$ cat src/rtl/acdiv_pkg.sv
// Shared types and constants for the accuracy-controllable divider.
package acdiv_pkg;
  localparam int DIVIDEND_W = 16;
  localparam int DIVISOR_W  = 8;
  localparam int QUOT_W     = 8;

  localparam logic [QUOT_W-1:0] ERR_QUOT = 8'hFF;

  typedef enum logic [1:0] {
    IDLE,
    CALC,
    DONE
  } state_e;
endpackage

$ cat src/rtl/acdiv_step.sv
// One restoring shift-subtract step: shift in the next dividend bit, trial-subtract the divisor.
module acdiv_step
  import acdiv_pkg::*;
(
  input  logic [DIVISOR_W:0]   pr_i,
  input  logic                 dvd_bit_i,
  input  logic [DIVISOR_W-1:0] divisor_i,
  output logic [DIVISOR_W:0]   pr_o,
  output logic                 q_bit_o
);

  logic [DIVISOR_W+1:0] shifted;

  always_comb begin
    shifted = {pr_i, dvd_bit_i};
    q_bit_o = (shifted >= {2'b00, divisor_i});
    pr_o    = q_bit_o ? (DIVISOR_W+1)'(shifted - {2'b00, divisor_i})
                      : shifted[DIVISOR_W:0];
  end

endmodule

$ cat src/rtl/accuracy_controllable_divider.sv
// 16/8 restoring divider; mask=0 stops early and fills the skipped low quotient bits.
// Optional ACDIV_ROUND_EN: fill the skipped field with a midpoint (1 then zeros) instead of zeros.
module accuracy_controllable_divider
  import acdiv_pkg::*;
#(
  parameter int APPROX_BITS = 3
) (
  input  logic                  clk,
  input  logic                  rst_n,
  input  logic                  start,
  input  logic [DIVIDEND_W-1:0] dividend,
  input  logic [DIVISOR_W-1:0]  divisor,
  input  logic                  mask,
  output logic                  busy,
  output logic                  done,
  output logic [QUOT_W-1:0]     quotient,
  output logic [DIVISOR_W-1:0]  remainder,
  output logic                  div_err
);

  localparam logic [2:0] APPROX_IDX = 3'(APPROX_BITS);
`ifdef ACDIV_ROUND_EN
  localparam logic [QUOT_W-1:0] ROUND_FILL = QUOT_W'(1) << (APPROX_BITS - 1);
`else
  localparam logic [QUOT_W-1:0] ROUND_FILL = '0;
`endif

  state_e                 state_q, state_d;
  logic                   mask_q;
  logic [DIVISOR_W-1:0]   divisor_q;
  logic [7:0]             dvd_lo_q;
  logic [DIVISOR_W:0]     pr_q;
  logic [2:0]             idx_q;
  logic [QUOT_W-1:0]      qwork_q;
  logic [QUOT_W-1:0]      quot_q;
  logic [DIVISOR_W-1:0]   rem_q;
  logic                   err_q;

  logic                   start_err;
  logic                   last_step;
  logic [DIVISOR_W:0]     step_pr;
  logic                   step_q;
  logic [QUOT_W-1:0]      final_quot;

  // Overflow: the quotient would not fit in 8 bits when the high byte already reaches the divisor.
  assign start_err  = (divisor == '0) || (dividend[15:8] >= divisor);
  assign last_step  = (idx_q == (mask_q ? 3'd0 : APPROX_IDX));
  assign final_quot = qwork_q | (QUOT_W'(step_q) << idx_q) | (mask_q ? '0 : ROUND_FILL);

  acdiv_step u_step (
    .pr_i      (pr_q),
    .dvd_bit_i (dvd_lo_q[idx_q]),
    .divisor_i (divisor_q),
    .pr_o      (step_pr),
    .q_bit_o   (step_q)
  );

  always_ff @(posedge clk or negedge rst_n) begin
    if (!rst_n) state_q <= IDLE;
    else        state_q <= state_d;
  end

  always_comb begin
    state_d = state_q;
    case (state_q)
      IDLE:    if (start) state_d = start_err ? DONE : CALC;
      CALC:    if (last_step) state_d = DONE;
      DONE:    state_d = IDLE;
      default: state_d = IDLE;
    endcase
  end

  always_comb begin
    busy = (state_q != IDLE);
    done = (state_q == DONE);
  end

  always_ff @(posedge clk or negedge rst_n) begin
    if (!rst_n) begin
      mask_q    <= 1'b0;
      divisor_q <= '0;
      dvd_lo_q  <= '0;
      pr_q      <= '0;
      idx_q     <= '0;
      qwork_q   <= '0;
      quot_q    <= '0;
      rem_q     <= '0;
      err_q     <= 1'b0;
    end else begin
      case (state_q)
        IDLE: if (start) begin
          mask_q    <= mask;
          divisor_q <= divisor;
          dvd_lo_q  <= dividend[7:0];
          pr_q      <= {1'b0, dividend[15:8]};
          idx_q     <= 3'd7;
          qwork_q   <= '0;
          if (start_err) begin
            quot_q <= ERR_QUOT;
            rem_q  <= (divisor == '0) ? dividend[7:0] : '0;
            err_q  <= 1'b1;
          end
        end
        CALC: begin
          pr_q           <= step_pr;
          qwork_q[idx_q] <= step_q;
          idx_q          <= idx_q - 3'd1;
          if (last_step) begin
            quot_q <= final_quot;
            rem_q  <= mask_q ? step_pr[DIVISOR_W-1:0] : '0;
            err_q  <= 1'b0;
          end
        end
        default: ;
      endcase
    end
  end

  assign quotient  = quot_q;
  assign remainder = rem_q;
  assign div_err   = err_q;

endmodule

$ cat config.mk
export PLATFORM = sky130hd
export DESIGN_NAME = accuracy_controllable_divider
export DESIGN_NICKNAME = d
export VERILOG_FILES = /design/src/rtl/acdiv_pkg.sv /design/src/rtl/acdiv_step.sv /design/src/rtl/accuracy_controllable_divider.sv
export SDC_FILE = /design/constraint.sdc
export NUM_CORES = 1
export LEC_CHECK = 0
export BUFFER_PORTS_ARGS = -buffer_cell sky130_fd_sc_hd__clkbuf_2
export CORE_MARGIN = 2
export CORE_UTILIZATION = 45
export DETAILED_ROUTE_END_ITERATION = 12
export GPL_TIMING_DRIVEN = 0
export PLACE_DENSITY = 0.63
export SKIP_CTS_REPAIR_TIMING = 1
export SLEW_MARGIN = 20
export SYNTH_ARGS = -nofsm -noshare
export SYNTH_HDL_FRONTEND = slang
export SYNTH_SLANG_ARGS = --single-unit
$ cat constraint.sdc
create_clock -name clk -period 4.49 [get_ports clk]
set_input_delay 0 -clock clk [delete_from_list [all_inputs] [get_ports clk]]
set_output_delay 0 -clock clk [all_outputs]
set_load 0.05 [all_outputs]
======== Word level (Yosys, flattened, before mapping) ========
Cells that the tools add are included.
operators by class
  equal/unequal tests ..................... 6
  bitwise operators ....................... 1
  shift-type cells ........................ 1
  multiplexer cells ....................... 31
  order comparisons ....................... 4
  reductions and logical operators ........ 10
  add/sub/neg operators ................... 2
operators by type and width
  kind                count
  $mux 8              9
  $pmux 8 s2          3
  $mux 9              2
  $pmux 9 s2          1
  $ge 10x8->1         1
  $sub 9x8->9         1
  $bwmux 8            1
  $ge 8x8->1          1
  $logic_not 8->1     1
  $mux 2              4
  $or 8x8->8          1
  $shl 1x3->8         1
  $ne 2x2->1 const B  3
  $pmux 3 s2          1
  $reduce_and 2->1    3
  $mux 1              5
  $lt 3x4->1 const B  1
  $pmux 2 s2          1
  $reduce_and 4->1    1
  $reduce_bool 2->1   2
  $bmux 1 s3          1
  $demux 1 s3         1
  $eq 3x2->1          1
  $ge 3x1->1 const B  1
  8 further kinds     8
word-level totals
  bits of input ports ..................... 28
  output and inout port bits .............. 19
  flip-flop bits (word level) ............. 56

======== Depth between registers and ports, before layout ========
  depth in word-level cells ............... 7
  gate-level depth with buffers ........... 13

======== Modules after synthesis ========
From an unflattened synthesis, not the netlist that was laid out.
second synthesis, totals
  cell total of the unflattened synthesis .. 358
  area total of the unflattened synthesis .. 3335.7 sq um
modules (own cells, without submodules)
  module                         seq. area each (sq um)  cells each  area an instance (sq um)  instances
  accuracy_controllable_divider  1401.3                  283         2812.7                    1
  acdiv_step                     0.0                     75          523.0                     1

======== Worst setup path after synthesis ========
OpenSTA, ideal clock, no wires.
  path kind ............................... register to register
  start ................................... register idx_q[1]
  end ..................................... register rem_q[0] (netlist: remainder[0])
  setup time .............................. 0.089 ns
  cell stages (with the launch flop) ...... 13
  period minus slack after synthesis ...... 3.185 ns
  slack ................................... 1.305 ns
  buffers on the path ..................... 1
  arrival ................................. 3.095 ns
  path through ............................ dfrtp_1 dlygate4sd1_1 mux2i_1 o22ai_1 a211oi_1 ha_1 inv_1 fa_1 a21oi_1 o211ai_1 a21oi_2 mux2_2 o221ai_2
on the way
  longest elaborated chain between the ends .. 7
  elaborated cells on any way between the ends .. 11
  classes of those cells .................. add/sub (1); order compare (1); eq/ne (2); mux (6); reduce/logical (1)
RTL lines
  item                                        RTL line                              text
  start, declared                             accuracy_controllable_divider.sv:33   logic [2:0] idx_q;
  start signal, assigned                      accuracy_controllable_divider.sv:107  idx_q <= idx_q - 3'd1;
  $bmux 1 s3                                  accuracy_controllable_divider.sv:52   .dvd_bit_i (dvd_lo_q[idx_q]),
  $mux 1 (implied by the code)                accuracy_controllable_divider.sv:52
  $sub 9x8->9 or $ge 10x8->1 (tied branches)  acdiv_step.sv:17, acdiv_step.sv:16
  $mux 9                                      acdiv_step.sv:17                      pr_o = q_bit_o ? (DIVISOR_W+1)'(shifted - {2'b00, divisor_i})
  $mux 8                                      accuracy_controllable_divider.sv:110  rem_q <= mask_q ? step_pr[DIVISOR_W-1:0] : '0;
  $mux 8                                      accuracy_controllable_divider.sv:108  if (last_step) begin
  $pmux 8 s2                                  accuracy_controllable_divider.sv:90   case (state_q)
  end signal, assigned                        accuracy_controllable_divider.sv:100  rem_q <= (divisor == '0) ? dividend[7:0] : '0;
  end signal, assigned                        accuracy_controllable_divider.sv:110
  end, declared                               accuracy_controllable_divider.sv:36   logic [DIVISOR_W-1:0] rem_q;
Parallel ways exist; a longest one is shown, timed or not. The select of a mux whose other input is x is not followed.
A chain may end at the register's enable or synchronous reset.

======== Worst setup path in the final report ========
  start ................................... register idx_q[1]
  end ..................................... register rem_q[1] (netlist: remainder[1])
Same word-level chain as after synthesis.

==> flow_summary.json <==
{
  "p_sw_mw": 1.68,
  "hold_violations": 2,
  "dr.pass1.iters": 4,
  "synth_area_leader_cell": "dfrtp_1",
  "ant_nets": 0,
  "synth_seq_cells": 56,
  "grt_util_met1_pct": 33.4,
  "grt_pass1_vias": 2811,
  "postRouteWirelength_mm": 8.88,
  "maxSlewViolCount": 0,
  "synth-seq-area-share_pct": 42.2,
  "tritoncts": "yes",
  "cts.sinks": 56,
  "clk_latency_ns": 0.32,
  "root_buffer": "clkbuf_8",
  "switching_share_pct": 50.9,
  "synth_edf_count": 0,
  "leakagePower_nw": 1.88,
  "rows": 31,
  "setup_viol": 0,
  "layout-drive-gt1-share_pct": 17.0,
  "synth.area.top_cells": "dfrtp_1 (42%), nand2_1 (6.4%), ha_1 (6.4%)",
  "synth_flop_cell": "dfrtp_1",
  "grt.overflow.total": 0,
  "ys.warnings.count": 0,
  "fin_nets": 475,
  "regArea_mm2": 0.00140,
  "syn_nets": 402,
  "grt_use_total_pct": 22.0,
  "hold_ws_ns": -0.0318,
  "clkPwrFrac_pct": 10.1,
  "violations": "hold timing",
  "hold_class": "input pin to flip-flop",
  "seq_power_share_pct": 26.2,
  "cp-startpoint": "idx_q[1]",
  "vdd_ir_drop_max_mv": 0.508,
  "worst-setup-path-type": "flip-flop to flip-flop",
  "drt-wirelength-per-cell_um": 16.8,
  "crit_path_max_incr_delay_ns": 0.48,
  "grt_max_degree": 46,
  "crit_slowest_cell": "a21oi_2",
  "layout_min_cycle_time_ns": 3.82,
  "grt.met3_usage_pct": 3.52,
  "crit_arrival_ns": 4.00,
  "drv_cap": 0,
  "antenna_found_initial": 0,
  "path_max_fanout": 10,
  "cp-end-kind": "flip-flop",
  "fill_cells": 699,
  "portBuffers": 46,
  "grt_pass1_wl_mm": 14.3,
  "synth_area_mm2": 0.00332,
  "startpoint_type": "flip-flop",
  "tightest_slew_ns": 0.622,
  "finalCritPeriodShare_pct": 85.1,
  "cts.clk_slew.worst_paths_ns": 0.10,
  "top_usage_layer": "met1",
  "die_x_um": 89.9,
  "dp_hpwl_mm": 6.64,
  "rsz0062_at_grt": "false",
  "async_flop_share_pct": 100,
  "cts_buffers": 5,
  "dp_cells": 502,
  "grtUsageMet2_pct": 33.4,
  "syn_to_final_growth_pct": 20.5,
  "timing.rr.start": "idx_q[1]",
  "multi_input_area_mm2": 0.00172,
  "fmax_mhz": 262,
  "fin_skew_ns": 0.00909,
  "intPower_mw": 1.62,
  "fp.dieH_um": 89.9,
  "core_mm2": 0.00721,
  "pwr-share-comb_pct": 63.6,
  "vias_per_cell": 5.58,
  "fin_cells": 529,
  "worstHoldStart": "dividend[11]",
  "total_power_mw": 3.30,
  "crit_required_ns": 4.67,
  "ys_types": 59,
  "io_pins": 47,
  "drt_iter0_markers": 239,
  "cp_common_cell": "mux2i_1",
  "num_antenna_cells": 0,
  "crit_chain": "dlygate4sd1_1 -> mux2i_1 -> o22ai_1 -> a211oi_1 -> ha_1 -> inv_1 -> fa_1 -> a21oi_1 -> o211ai_1 -> a21oi_2 -> mux2i_1 -> o221ai_2",
  "slew-limit-headroom_pct": 58.4,
  "htree_num_levels": 2,
  "clk_path_buf_depth": 2,
  "dieArea_mm2": 0.00809,
  "initial_core_util_pct": 46.0,
  "postSynthCellCount": 356,
  "route.detailed.drc": 0,
  "synth_top_area_share_pct": 42.2,
  "outcome": "complete, but fails checks",
  "fin_setup_tns_ns": 0,
  "vias": 2950,
  "syn_area_per_cell_um2": 9.33,
  "place.gp.congestion": 0.904,
  "powerDensity_mw_per_mm2": 824
}
[kinds of logic after synthesis]
logic type | after synthesis | share of synthesized area (%)
adder cells (fa/ha/maj) | 18 | 7.01
AND/OR/NAND/NOR | 108 | 15.4
XOR/XNOR | 3 | 0.791
multiplexers | 9 | 2.90
flip-flops | 56 | 42.2
buffers and inverters | 46 | 6.14
AO/OA/AOI/OAI | 116 | 25.5
[stage by stage]
step / setup WS, ns / util, % / area, um2
after floorplan: 1.31 / - / 3320
after global placement: 0.746 / 51.0 / 3680
after detailed placement: 0.686 / 51.4 / 3710
after CTS: 0.636 / 52.9 / 3810
after global routing: 0.315 / 55.5 / 4000
final: 0.668 / 55.5 / 4000
[cell usage after synthesis (2+ instances only)]
master / n
a211oi_1: 5
a21o_1: 5
a21oi_1: 13
a221oi_1: 2
a22oi_1: 4
a31oi_1: 4
a32o_1: 2
and3_1: 5
buf_1: 2
buf_2: 2
clkbuf_1: 12
dfrtp_1: 56
ha_1: 17
inv_1: 26
mux2i_1: 7
nand2_1: 57
nand2b_1: 5
nand3_1: 3
nand3b_1: 3
nand4_1: 2
nor2_1: 11
nor2b_1: 4
nor3_1: 4
nor4_1: 2
o211ai_1: 5
o21a_1: 3
o21ai_0: 22
o21ai_1: 11
o21bai_1: 6
o221ai_2: 8
o311ai_0: 2
o31a_1: 8
o31ai_1: 5
o41ai_1: 2
or2_2: 2
or3_1: 3
or3b_1: 2
xor2_1: 3
[critical path, delay by kind of cell, from the launching register on]
kind / cells / cell delay [ns]
compound gates: 6 / 1.47
buf+inv: 2 / 0.51
mux: 2 / 0.62
fa+ha+maj: 2 / 0.66
flops: 1 / 0.43
[path summary, 6_finish.rpt]
path	cells after the start	to	slack, ns
worst max-delay path	12	remainder[1]	0.67
worst min-delay path	3	pr_q[3]	-0.03
worst max register to register	12	remainder[1]	0.67
worst min register to register	2	dvd_lo_q[6]	0.49
max in group asynchronous	3	dvd_lo_q[5]	3.92
min in group asynchronous	2	divisor_q[7]	0.09
[layer usage]
layer  part of all wire, %  up-vias
met5                     0        -
met4                  0.66        0
met3                   4.4        6
met2                    45       79
met1                    50     1431
li1                      -     1434
[layout by cell type (no fill, tap or decap), types with 6 or more instances in the layout]
cell type      netlist  final
nand2_1             57     57
mux2i_1              7      7
dlygate4sd3_1        0     19
o31a_1               8      8
o221ai_2             8      8
o21ai_0             22     22
clkbuf_1            12     13
a21oi_1             13     13
clkbuf_2             0     45
ha_1                17     17
dfrtp_1             56     56
inv_1               26     26
o21bai_1             6      6
nor2_1              11     11
o21ai_1             11     11
[power groups by stage]
stage          Clock, mW  Combinational [mW]  Sequential, mW
6_report           0.334                2.10           0.866
5_1_grt            0.361                2.32           0.895
4_1_cts            0.340                2.08           0.865
3_5_place_dp           0                2.07           0.874
3_3_place_gp           0                2.02           0.867
2_1_floorplan          0                1.36            1.05
[cell type report]
type / instances / area share (%)
multi-input cells: 254 / 42.9
flip-flops and latches: 56 / 35.0
inverters: 27 / 2.53
plain buffers: 19 / 2.56
repair buffers: 66 / 11.3
well taps: 99 / 3.09
clock buffers: 6 / 1.81
clock inverters: 2 / 0.875
[registers in the layout, indices dropped and copies added (netlist names)]
name       flops
qwork_q        8
div_err        1
idx_q          3
dvd_lo_q       8
divisor_q      8
quotient       8
state_q        2
mask_q         1
remainder      8
pr_q           9
(Power assumes the default switching activity.)
